File: src/rtl/bcd_pkg.sv
// rtl/bcd_pkg.sv - shared segment codes and scan-state encoding for the BCD display driver
package bcd_pkg;

  localparam logic [6:0] SEG_0    = 7'h3F;
  localparam logic [6:0] SEG_1    = 7'h06;
  localparam logic [6:0] SEG_2    = 7'h5B;
  localparam logic [6:0] SEG_3    = 7'h4F;
  localparam logic [6:0] SEG_4    = 7'h66;
  localparam logic [6:0] SEG_5    = 7'h6D;
  localparam logic [6:0] SEG_6    = 7'h7D;
  localparam logic [6:0] SEG_7    = 7'h07;
  localparam logic [6:0] SEG_8    = 7'h7F;
  localparam logic [6:0] SEG_9    = 7'h6F;
  localparam logic [6:0] SEG_DASH = 7'h40;

  typedef enum logic [1:0] {
    UNITS = 2'd0,
    GAP_A = 2'd1,
    TENS  = 2'd2,
    GAP_B = 2'd3
  } scan_state_t;

endpackage

File: src/rtl/bcd_to_seg7.sv
// rtl/bcd_to_seg7.sv - combinational BCD digit to active-high 7-segment decoder
module bcd_to_seg7
  import bcd_pkg::*;
(
  input  logic [3:0] digit,
  output logic [6:0] segments
);

  // Codes 10-15 are not BCD digits and show as a dash.
  always_comb begin
    segments = SEG_DASH;
    case (digit)
      4'd0: segments = SEG_0;
      4'd1: segments = SEG_1;
      4'd2: segments = SEG_2;
      4'd3: segments = SEG_3;
      4'd4: segments = SEG_4;
      4'd5: segments = SEG_5;
      4'd6: segments = SEG_6;
      4'd7: segments = SEG_7;
      4'd8: segments = SEG_8;
      4'd9: segments = SEG_9;
      default: segments = SEG_DASH;
    endcase
  end

endmodule

File: src/rtl/bcd_display_driver.sv
// rtl/bcd_display_driver.sv - latches a BCD result and scans it onto a 2-digit multiplexed 7-segment display
module bcd_display_driver
  import bcd_pkg::*;
#(
  parameter int REFRESH_DIV = 4,
  parameter int GAP_CYCLES  = 1,
  parameter int LZ_BLANK    = 1,
  parameter int ACTIVE_LOW  = 1
) (
  input  logic       clk,
  input  logic       reset,
  input  logic       load,
  input  logic [7:0] s_in,
  input  logic       err_in,
  output logic [6:0] seg,
  output logic [1:0] an,
  output logic [7:0] held,
  output logic       err
);

  localparam int MAX_DIV = (REFRESH_DIV > GAP_CYCLES) ? REFRESH_DIV : GAP_CYCLES;
  localparam int PW      = $clog2(MAX_DIV);
  localparam logic [PW-1:0] SLOT_LAST = PW'(REFRESH_DIV - 1);
  localparam logic [PW-1:0] GAP_LAST  = PW'(GAP_CYCLES - 1);
  localparam logic [6:0]    SEG_INV   = {7{ACTIVE_LOW != 0}};
  localparam logic [1:0]    AN_INV    = {2{ACTIVE_LOW != 0}};

  scan_state_t   state_q, state_d;
  logic [PW-1:0] presc_q, presc_d;
  logic [PW-1:0] presc_last;
  logic [3:0]    digit;
  logic [6:0]    dec_seg;
  logic [6:0]    seg_d;
  logic [1:0]    an_d;

  always_ff @(posedge clk) begin
    if (reset) begin
      held <= 8'h00;
      err  <= 1'b0;
    end else if (load) begin
      held <= s_in;
      err  <= err_in | (s_in[3:0] > 4'd9) | (s_in[7:4] > 4'd9);
    end
  end

  always_ff @(posedge clk) begin
    if (reset) begin
      state_q <= UNITS;
      presc_q <= '0;
    end else begin
      state_q <= state_d;
      presc_q <= presc_d;
    end
  end

  always_comb begin
    state_d    = state_q;
    presc_d    = presc_q + 1'b1;
    presc_last = ((state_q == UNITS) || (state_q == TENS)) ? SLOT_LAST : GAP_LAST;
    if (presc_q == presc_last) begin
      state_d = scan_state_t'(state_q + 2'd1);
      presc_d = '0;
    end
  end

  assign digit = (state_q == TENS) ? held[7:4] : held[3:0];

  bcd_to_seg7 u_dec (
    .digit    (digit),
    .segments (dec_seg)
  );

  // An error shows dashes on both digits and keeps the tens digit lit.
  always_comb begin
    seg_d = 7'h00;
    an_d  = 2'b00;
    case (state_q)
      UNITS: begin
        an_d  = 2'b01;
        seg_d = err ? SEG_DASH : dec_seg;
      end
      TENS: begin
        an_d  = ((LZ_BLANK != 0) && (held[7:4] == 4'd0) && !err) ? 2'b00 : 2'b10;
        seg_d = err ? SEG_DASH : dec_seg;
      end
      default: begin
        an_d  = 2'b00;
        seg_d = 7'h00;
      end
    endcase
  end

  always_ff @(posedge clk) begin
    if (reset) begin
      seg <= SEG_INV;
      an  <= AN_INV;
    end else begin
      seg <= seg_d ^ SEG_INV;
      an  <= an_d ^ AN_INV;
    end
  end

endmodule

File: config.mk
export PLATFORM = sky130hd
export DESIGN_NAME = bcd_display_driver
export DESIGN_NICKNAME = d
export VERILOG_FILES = /design/src/rtl/bcd_pkg.sv /design/src/rtl/bcd_to_seg7.sv /design/src/rtl/bcd_display_driver.sv
export SDC_FILE = /design/constraint.sdc
export NUM_CORES = 1
export LEC_CHECK = 0
export ABC_CLOCK_PERIOD_IN_PS = 2480
export BUFFER_PORTS_ARGS = -buffer_cell sky130_fd_sc_hd__buf_2
export CAP_MARGIN = 20
export CORE_UTILIZATION = 49
export DETAILED_ROUTE_END_ITERATION = 12
export GPL_TIMING_DRIVEN = 1
export PLACE_DENSITY = 0.81
export SLEW_MARGIN = 10
export SYNTH_ARGS = -nofsm -noshare
export SYNTH_HDL_FRONTEND = slang
export SYNTH_SLANG_ARGS = --single-unit
File: constraint.sdc
create_clock -name clk -period 2.48 [get_ports clk]
set_input_delay 0.496 -clock clk [delete_from_list [all_inputs] [get_ports clk]]
set_output_delay 0.496 -clock clk [all_outputs]
set_load 0.1 [all_outputs]
==> results of run 1 <==
## power groups by stage
| stage | Sequential [µW] | Combinational [µW] | Clock [µW] |
|---|---|---|---|
| 3_5_place_dp | 473 | 594 | 0 |
| 3_3_place_gp | 469 | 582 | 0 |
| 2_1_floorplan | 796 | 178 | 0 |
| 5_1_grt | 475 | 630 | 209 |
| 4_1_cts | 465 | 595 | 198 |
| 6_report | 464 | 594 | 196 |
## worst register-to-register path, stage by stage (launching register included)
cell and delay [ps]:
dfxtp_1 330, inv_1 90, ha_1 430, mux2i_1 450
inv_1 120, ha_1 230, mux2_2 260, a21o_1 150
## flip-flops by register name, indices dropped and copies added (netlist names)
register and cells:
an 2, err 1, held 8, presc_q 2
seg 7, state_q 2
## Yosys cell counts, types with 2 or more instances
library cell	number
nor2_1	13
nor4_1	2
dfxtp_1	22
a2bb2oi_1	4
or4_1	2
o21ai_0	6
mux2i_1	11
mux2_2	6
ha_1	7
inv_1	5
a21oi_1	4
nor3_1	4
## layout make-up
type	count	area, µm²
sequential	22	440.4
inverter	6	22.52
multi-input combinational	70	533.0
fill	181	750.7
tap	27	33.78
timing repair buffer	29	145.1
clock buffer	4	36.28
## stage by stage
stage / area, µm² / util / power [µW]
6_report: 1211 / 0.6173 / 1254
5_1_grt: 1211 / 0.6173 / 1313
4_1_cts: 1211 / 0.6173 / 1258
3_5_place_dp: 1175 / 0.5989 / 1068
3_3_place_gp: 1175 / 0.5989 / 1051
2_1_floorplan: 1016 / - / 974.1
## cells by family after synthesis
kind of cell | Yosys count | share of synthesized area
and+or+nand+nor | 27 | 0.1392
buffers and inverters | 9 | 0.04186
AOI/OAI and AO/OA | 18 | 0.1158
xor gates and xnor gates | 1 | 0.008622
muxes | 17 | 0.1749
adders and majority gates | 7 | 0.08620
DFF | 22 | 0.4335
## per-layer routing
layer,routed length [µm],share of wire,global-route usage
met1,908,0.45,0.2179
met2,1020,0.50,0.3589
met3,75,0.037,0.02642
met4,34,0.017,0.09444
met5,0,0,0
## how the worst min path moves through the flow
stage | from | depth (start not counted) | to | slack (ps)
finish | s_in[4] | 3 | held[4] | 430
global route | s_in[4] | 3 | held[4] | 430
CTS | s_in[4] | 3 | held[4] | 430
detailed placement | state_q[1] | 2 | state_q[1] | 490
global placement | state_q[1] | 2 | state_q[1] | 480
floorplan | state_q[1] | 2 | state_q[1] | 460
==> run_results.csv, run 1 <==
group,metric,value,unit
logic_synthesis,yosysSeqAreaShare,0.4335,
pwr,ir_drop,0.5697,mV
logic_synthesis,ys_types,27,
finish,finalNonFillerCells,158,
global_route,grt_max_degree,17,
routing,vias,844,
clock_tree,postCtsSetupBuffers,0,
critical_path,required,2700,ps
routing,routed_wl,2039,µm
status,status,"completed",
floorplan,die_w,47.54,µm
placed_design,dp_slack,339.9,ps
placed_design,place_inst,154,
finish,syn_to_final_growth,19.21,%
global_route,grt_overflow,0,
sta,finalSetupViolCount,0,
sta,layout_min_cycle_time,2143,ps
sta,rsz0062_at_grt,"false",
clock_tree,clk-insertion-delay-late,300,ps
sta,tns,0,ps
sta,hold_viol,0,
clock_tree,cts_buffer_depth,2,
logic_synthesis,synth-edff-count,0,
pwr,leakage,0.0005617,µW
critical_path,critPathBufInv,2,
sta,relSlewSlack,0.6771,
critical_path,worst-path-max-fanout,11,
routing,via_per_inst,5.342,
finish,layout_common_cells,"buf_2 (29), dfxtp_1 (22), nor2_1 (13)",
pwr,p_sw,609.1,µW
pwr,comb_power_share,0.473,
run,maxCapViolations,0,
critical_path,cpPeakStageDelay,450,ps
critical_path,slowest_stage,"mux2i_1",
logic_synthesis,syn_area,0.001016,mm²
sta,worst_slack,336.5,ps
pwr,swShare,0.4857,
floorplan,pin_count,30,
placed_design,hpwl,1554,µm
floorplan,die_height,47.54,µm
critical_path,cp.depth,7,
critical_path,reg2reg_to,"seg[6]",
critical_path,critPathArrivalTime,2360,ps
logic_synthesis,syn_avg_cell_area,10.06,µm²
pwr,p_seq_frac,0.370,
logic_synthesis,synthCells,101,
logic_synthesis,ys.warnings.count,0,
routing,first_pass_iters,4,
finish,nNetsFinal,151,
clock_tree,cts_max_level,1,
sta,report.final.slew_viol_count,0,
routing,drt-initial-drc-count,20,
critical_path,critical_path_class,"reg -> reg",
sta,tightestPinTransition,487.8,ps
placed_design,port_buffers,29,
critical_path,setup.worst_path.start,"state_q[0]",
finish,layout_commonest_cell,"buf_2",
floorplan,rows,16,
floorplan,die_area,0.002260,mm²
clock_tree,cts.clk_slew.worst_paths,120,ps
logic_synthesis,ys_async_sr_fraction,0,
logic_synthesis,ys.flop_type,"dfxtp_1",
global_route,grt_pass1_vias,751,
sta,fin_worst_skew,4.241,ps
clock_tree,cts_tree,"done",
critical_path,cp-endpoint,"seg[6]",
global_route,antenna_found_initial,0,
clock_tree,cts_root_buffer,"clkbuf_4",
routing,wl_per_cell,12.91,µm
critical_path,rrSetupSlack,340,ps
clock_tree,clock_sink_count,22,
routing,ant_nets,0,
pwr,p_per_area,1035,mW/mm²
critical_path,rr_startpoint,"state_q[0]",
logic_synthesis,synth-seq-cells,22,
clock_tree,ctsResizeCount,0,
critical_path,crit_chain,"inv_1 > ha_1 > mux2i_1 > inv_1 > ha_1 > mux2_2 > a21o_1",
floorplan,initial_utilization,0.5179,
critical_path,cp-end-kind,"flop",
global_route,grtUsageTotal,0.1944,
finish,diodes,0,
clock_tree,cts_buffers,3,
pwr,p_int,645.0,µW
critical_path,cp_top_family,"multiplexers",
clock_tree,postCtsHoldBufs,0,
sta,min_period_over_period,0.8643,
pwr,clkPwrFrac,0.156,
logic_synthesis,synth_nets,120,
logic_synthesis,yosys-top-cells-area,"dfxtp_1 (43%), mux2i_1 (11%), ha_1 (8.6%)",
sta,holdWs,428.4,ps
placed_design,gp_congestion,0.8506,
critical_path,cp-start-kind,"flop",
logic_synthesis,synth_top_area_frac,0.4335,
global_route,grt_pass1_wl,3077,µm
critical_path,r2r_cells,7,
logic_synthesis,yosysTopAreaCell,"dfxtp_1",
worst_hold_path,holdCritPathClass,"in -> reg",
finish,drive_gt1_frac,0.3130,
floorplan,core_area,0.001962,mm²
routing,drc,0,
sta,max_freq,466.5,MHz
Note: power is estimated with default switching activity, not from simulation.
==> run 2: changes to the inputs <==
Settings changed: PLACE_DENSITY 0.81 to 0.76.
==> run 2 against run 1 <==
Clock power fell by 20%; non-clock buffer count did not move; first-iteration DRC count is 65% lower; final cell count decreased by 0.63%; via count fell by 5.8%; critical path type unchanged; sequential share of layout area up 0.42 points; highest routed layer unchanged; critical path depth did not move; design area shrank 1.1%; combinational power is essentially flat; maximum frequency fell by 1.5%; routed wire length down 7.8%.
==> run_results.csv, run 2 (synthesis results as in run 1) <==
group,metric,value,unit
critical_path,critPathBufInv,2,
clock_tree,clk-insertion-delay-late,300,ps
critical_path,worst-path-max-fanout,11,
clock_tree,cts_max_level,1,
worst_hold_path,hold-path-cell-count,3,
sta,layout_min_cycle_time,2176,ps
clock_tree,cts.clk_slew.worst_paths,110,ps
critical_path,required,2690,ps
sta,tns,0,ps
sta,report.final.slew_viol_count,0,
critical_path,crit_chain,"inv_1 > ha_1 > mux2i_1 > inv_1 > ha_1 > mux2_2 > a21o_1",
clock_tree,cts_root_buffer,"clkbuf_4",
floorplan,die_w,47.54,µm
sta,fin_worst_skew,4.669,ps
global_route,grt_pass1_vias,691,
routing,first_pass_iters,4,
critical_path,cp_top_family,"multiplexers",
sta,min_period_over_period,0.8776,
critical_path,critPathArrivalTime,2380,ps
finish,fillers,180,
sta,finalSetupViolCount,0,
routing,drc,0,
floorplan,core_area,0.001962,mm²
sta,hold_viol,0,
global_route,antenna_found_initial,0,
finish,top_regs,"held x8, seg x7",
finish,top_register,"held",
pwr,design_power_total,1210,µW
pwr,p_per_area,1010,mW/mm²
status,status,"completed",
global_route,grt_overflow,0,
finish,drive_gt1_frac,0.3077,
clock_tree,postCtsSetupBuffers,0,
finish,nNetsFinal,151,
routing,routed_wl,1879,µm
sta,tightestPinTransition,452.4,ps
clock_tree,ctsResizeCount,0,
finish,syn_to_final_growth,17.86,%
sta,relSlewSlack,0.6898,
critical_path,slowest_stage,"mux2i_1",
clock_tree,cts_buffer_depth,2,
run,maxCapViolations,0,
pwr,ir_drop,0.5777,mV
critical_path,reg2reg_to,"seg[6]",
placed_design,dp_slack,351.9,ps
worst_hold_path,hp-start,"s_in[0]",
sta,max_freq,459.5,MHz
global_route,grtUsageTotal,0.1975,
critical_path,critical_path_class,"reg -> reg",
routing,vias,795,
worst_hold_path,holdCritPathClass,"in -> reg",
clock_tree,clock_sink_count,22,
global_route,grt_pass1_wl,3098,µm
routing,drt-initial-drc-count,7,
floorplan,die_area,0.002260,mm²
floorplan,die_height,47.54,µm
critical_path,rr_startpoint,"state_q[0]",
routing,wl_per_cell,11.97,µm
finish,diodes,0,
placed_design,gp_congestion,0.7588,
clock_tree,cts_buffers,3,
finish,largest_reg_flops,8,
critical_path,r2r_cells,7,
pwr,leakage,0.0005545,µW
finish,layout_common_cells,"buf_2 (29), dfxtp_1 (22), nor2_1 (13)",
critical_path,cp-start-kind,"flop",
global_route,grt_max_degree,17,
floorplan,pin_count,30,
floorplan,rows,16,
routing,ant_nets,0,
placed_design,port_buffers,29,
critical_path,cpPeakStageDelay,480,ps
clock_tree,postCtsHoldBufs,0,
critical_path,cp-end-kind,"flop",
critical_path,rrSetupSlack,300,ps
sta,holdWs,420.8,ps
clock_tree,cts_tree,"done",
worst_hold_path,hold_end,"held[0]",
sta,rsz0062_at_grt,"false",
finish,layout_commonest_cell,"buf_2",
floorplan,initial_utilization,0.5179,
routing,via_per_inst,5.064,
critical_path,setup.worst_path.start,"state_q[0]",
sta,worst_slack,303.6,ps
placed_design,hpwl,1421,µm
## run 2: cell count changes in the layout (fill, tap and decap cells not counted)
cell / previous run / this run
clkbuf_8: 1 / 0
## run 2: worst max-delay path by stage
stage,slack (ps),endpoint,cells past startpoint
after floorplan,420,seg[5],3
after global placement,470,seg[6],7
after detailed placement,350,seg[6],7
after CTS,330,seg[6],7
after global routing,140,seg[6],7
final,300,seg[6],7
## run 2: layout make-up
| type | count | area [µm²] | area share |
|---|---|---|---|
| Inverter | 6 | 22.52 | 0.01881 |
| Sequential cell | 22 | 440.4 | 0.3678 |
| Clock buffer | 3 | 22.52 | 0.01881 |
| Tap cell | 27 | 33.78 | 0.02821 |
| Multi-Input combinational cell | 70 | 533.0 | 0.4451 |
| Timing Repair Buffer | 29 | 145.1 | 0.1212 |
## run 2: through the flow
stage            util  instances  cell area, µm²
6_report       0.6103        157            1197
5_1_grt        0.6103        157            1197
4_1_cts        0.6103        157            1197
3_5_place_dp   0.5989        154            1175
3_3_place_gp   0.5989        154            1175
2_1_floorplan       -        101            1016
## run 2: where the power goes
part	leakage (µW)	switching [µW]	internal, µW
registers	0.000182	40.4	422
clock network	0.0000138	99.6	56.7
logic	0.000358	458	133
## run 2: tightest hold or removal path, stage by stage
cell and delay [ps]:
buf_2 70, mux2i_1 50, nor2_1 70
## run 2: layer usage
| layer | routed length [µm] | GRT usage |
|---|---|---|
| met1 | 911 | 0.2798 |
| met2 | 839 | 0.2877 |
| met3 | 84 | 0.03396 |
| met4 | 44 | 0.1000 |
| met5 | 0 | 0 |
==> run 3: changes to the inputs <==
Settings changed: CORE_ASPECT_RATIO set to 1.2, RECOVER_POWER set to 100.
==> run 3 against run 2 <==
Flip-flop and latch count stayed put; non-clock buffer count stayed put; utilization is 0.96 points higher; via count is 2.6% higher; critical path depth is 2 lower; setup slack better by 16 ps; worst hold slack better by 13 ps; critical path type unchanged; critical endpoint is now seg[5]; highest routed layer unchanged.
==> run_results.csv, run 3 (synthesis results as in run 1) <==
group,metric,value,unit
clock_tree,ctsResizeCount,0,
sta,finalSetupViolCount,0,
routing,via_per_inst,5.440,
floorplan,die_height,51.88,µm
routing,wl_per_cell,13.01,µm
placed_design,port_buffers,29,
sta,fin_worst_skew,3.353,ps
floorplan,pin_count,30,
global_route,grtUsageTotal,0.1957,
clock_tree,clk-insertion-delay-late,290,ps
sta,relSlewSlack,0.2194,
clock_tree,postCtsHoldBufs,0,
placed_design,hpwl,1569,µm
global_route,antenna_found_initial,0,
sta,min_period_over_period,0.8710,
global_route,grt_overflow,0,
floorplan,core_area,0.001893,mm²
finish,top_register,"held",
pwr,ir_drop,0.8587,mV
clock_tree,cts_max_level,1,
routing,routed_wl,1951,µm
critical_path,setup.worst_path.start,"state_q[0]",
critical_path,required,2640,ps
critical_path,cp-end-kind,"flop",
critical_path,worst-path-max-fanout,11,
placed_design,place_inst,146,
routing,vias,816,
floorplan,rows,17,
clock_tree,cts_buffer_depth,2,
routing,ant_nets,0,
status,status,"completed",
routing,first_pass_iters,4,
sta,layout_min_cycle_time,2160,ps
finish,drive_gt1_frac,0.1527,
sta,max_freq,462.9,MHz
floorplan,initial_utilization,0.5367,
sta,tns,0,ps
finish,design_area,0.001174,mm²
global_route,grt_pass1_wl,3277,µm
sta,rsz0062_at_grt,"false",
critical_path,rr_startpoint,"state_q[0]",
clock_tree,postCtsSetupBuffers,0,
floorplan,die_area,0.002260,mm²
placed_design,gp_congestion,0.8991,
worst_hold_path,hp-start,"s_in[4]",
critical_path,critPathArrivalTime,2320,ps
pwr,leakage,0.0005069,µW
finish,syn_to_final_growth,15.52,%
global_route,grt_max_degree,17,
finish,nNetsFinal,151,
pwr,p_per_area,1046,mW/mm²
floorplan,die_w,43.57,µm
clock_tree,clock_sink_count,22,
finish,layout_commonest_cell,"dfxtp_1",
clock_tree,cts_root_buffer,"clkbuf_4",
finish,top_regs,"held x8, seg x7",
sta,tightestPinTransition,1176,ps
finish,largest_reg_flops,8,
finish,layout_common_cells,"dfxtp_1 (22), clkbuf_1 (19), nor2_1 (13)",
routing,drc,0,
run,maxCapViolations,0,
clock_tree,cts_buffers,3,
routing,drt-initial-drc-count,1,
sta,hold_viol,0,
worst_hold_path,holdCritPathClass,"in -> reg",
critical_path,critical_path_class,"reg -> reg",
clock_tree,cts.clk_slew.worst_paths,110,ps
clock_tree,cts_tree,"done",
placed_design,postPlaceCellArea,0.001165,mm²
finish,diodes,0,
finish,finalNonFillerCells,150,
sta,report.final.slew_viol_count,0,
critical_path,cp-start-kind,"flop",
global_route,grt_pass1_vias,762,
run 3: worst paths after layout:
check | to | slack [ps] | cells after the start
worst max-delay path | seg[5] | 320 | 5
worst min-delay path | held[4] | 430 | 3
worst max register to register | seg[5] | 320 | 5
worst min register to register | state_q[1] | 500 | 2
run 3: per-stage QoR:
| stage | utilization | power (µW) | hold slack (ps) | setup WS [ps] |
|---|---|---|---|---|
| after floorplan | - | 974.1 | 460.3 | 419.5 |
| after global placement | 0.6153 | 1055 | 474.8 | 451.9 |
| after detailed placement | 0.6153 | 1069 | 489.9 | 361.9 |
| after CTS | 0.6345 | 1254 | 434.8 | 350.7 |
| after global routing | 0.6200 | 1297 | 446.4 | 162.1 |
| final | 0.6200 | 1227 | 433.3 | 319.8 |
run 3: area by class of cell:
type                            instances  area (µm²)
Sequential cell                        22       440.4
Tap cell                               19       23.77
Multi-Input combinational cell         70       529.3
Fill cell                             179       719.4
Timing Repair Buffer                   29       121.4
Clock buffer                            4       36.28
Inverter                                6       22.52
run 3: where the power goes:
group | total (µW) | internal (µW) | switching, µW
combinational | 578 | 118 | 460
clock | 185 | 89.4 | 95.2
sequential | 464 | 423 | 41.8
run 3: critical path, stage by stage (launching register included):
cell and delay [ps]:
dfxtp_1 330, inv_1 90, ha_1 420, mux2_1 490, or4_1 530, a2bb2oi_1 170
run 3: metal layers:
metal / track usage / vias to the layer above / wire length [µm]
met3: 0.03125 / 2 / 49
li1: - / 419 / -
met5: 0 / - / 0
met1: 0.2289 / 379 / 827
met2: 0.3408 / 16 / 1053
met4: 0.09375 / 0 / 21
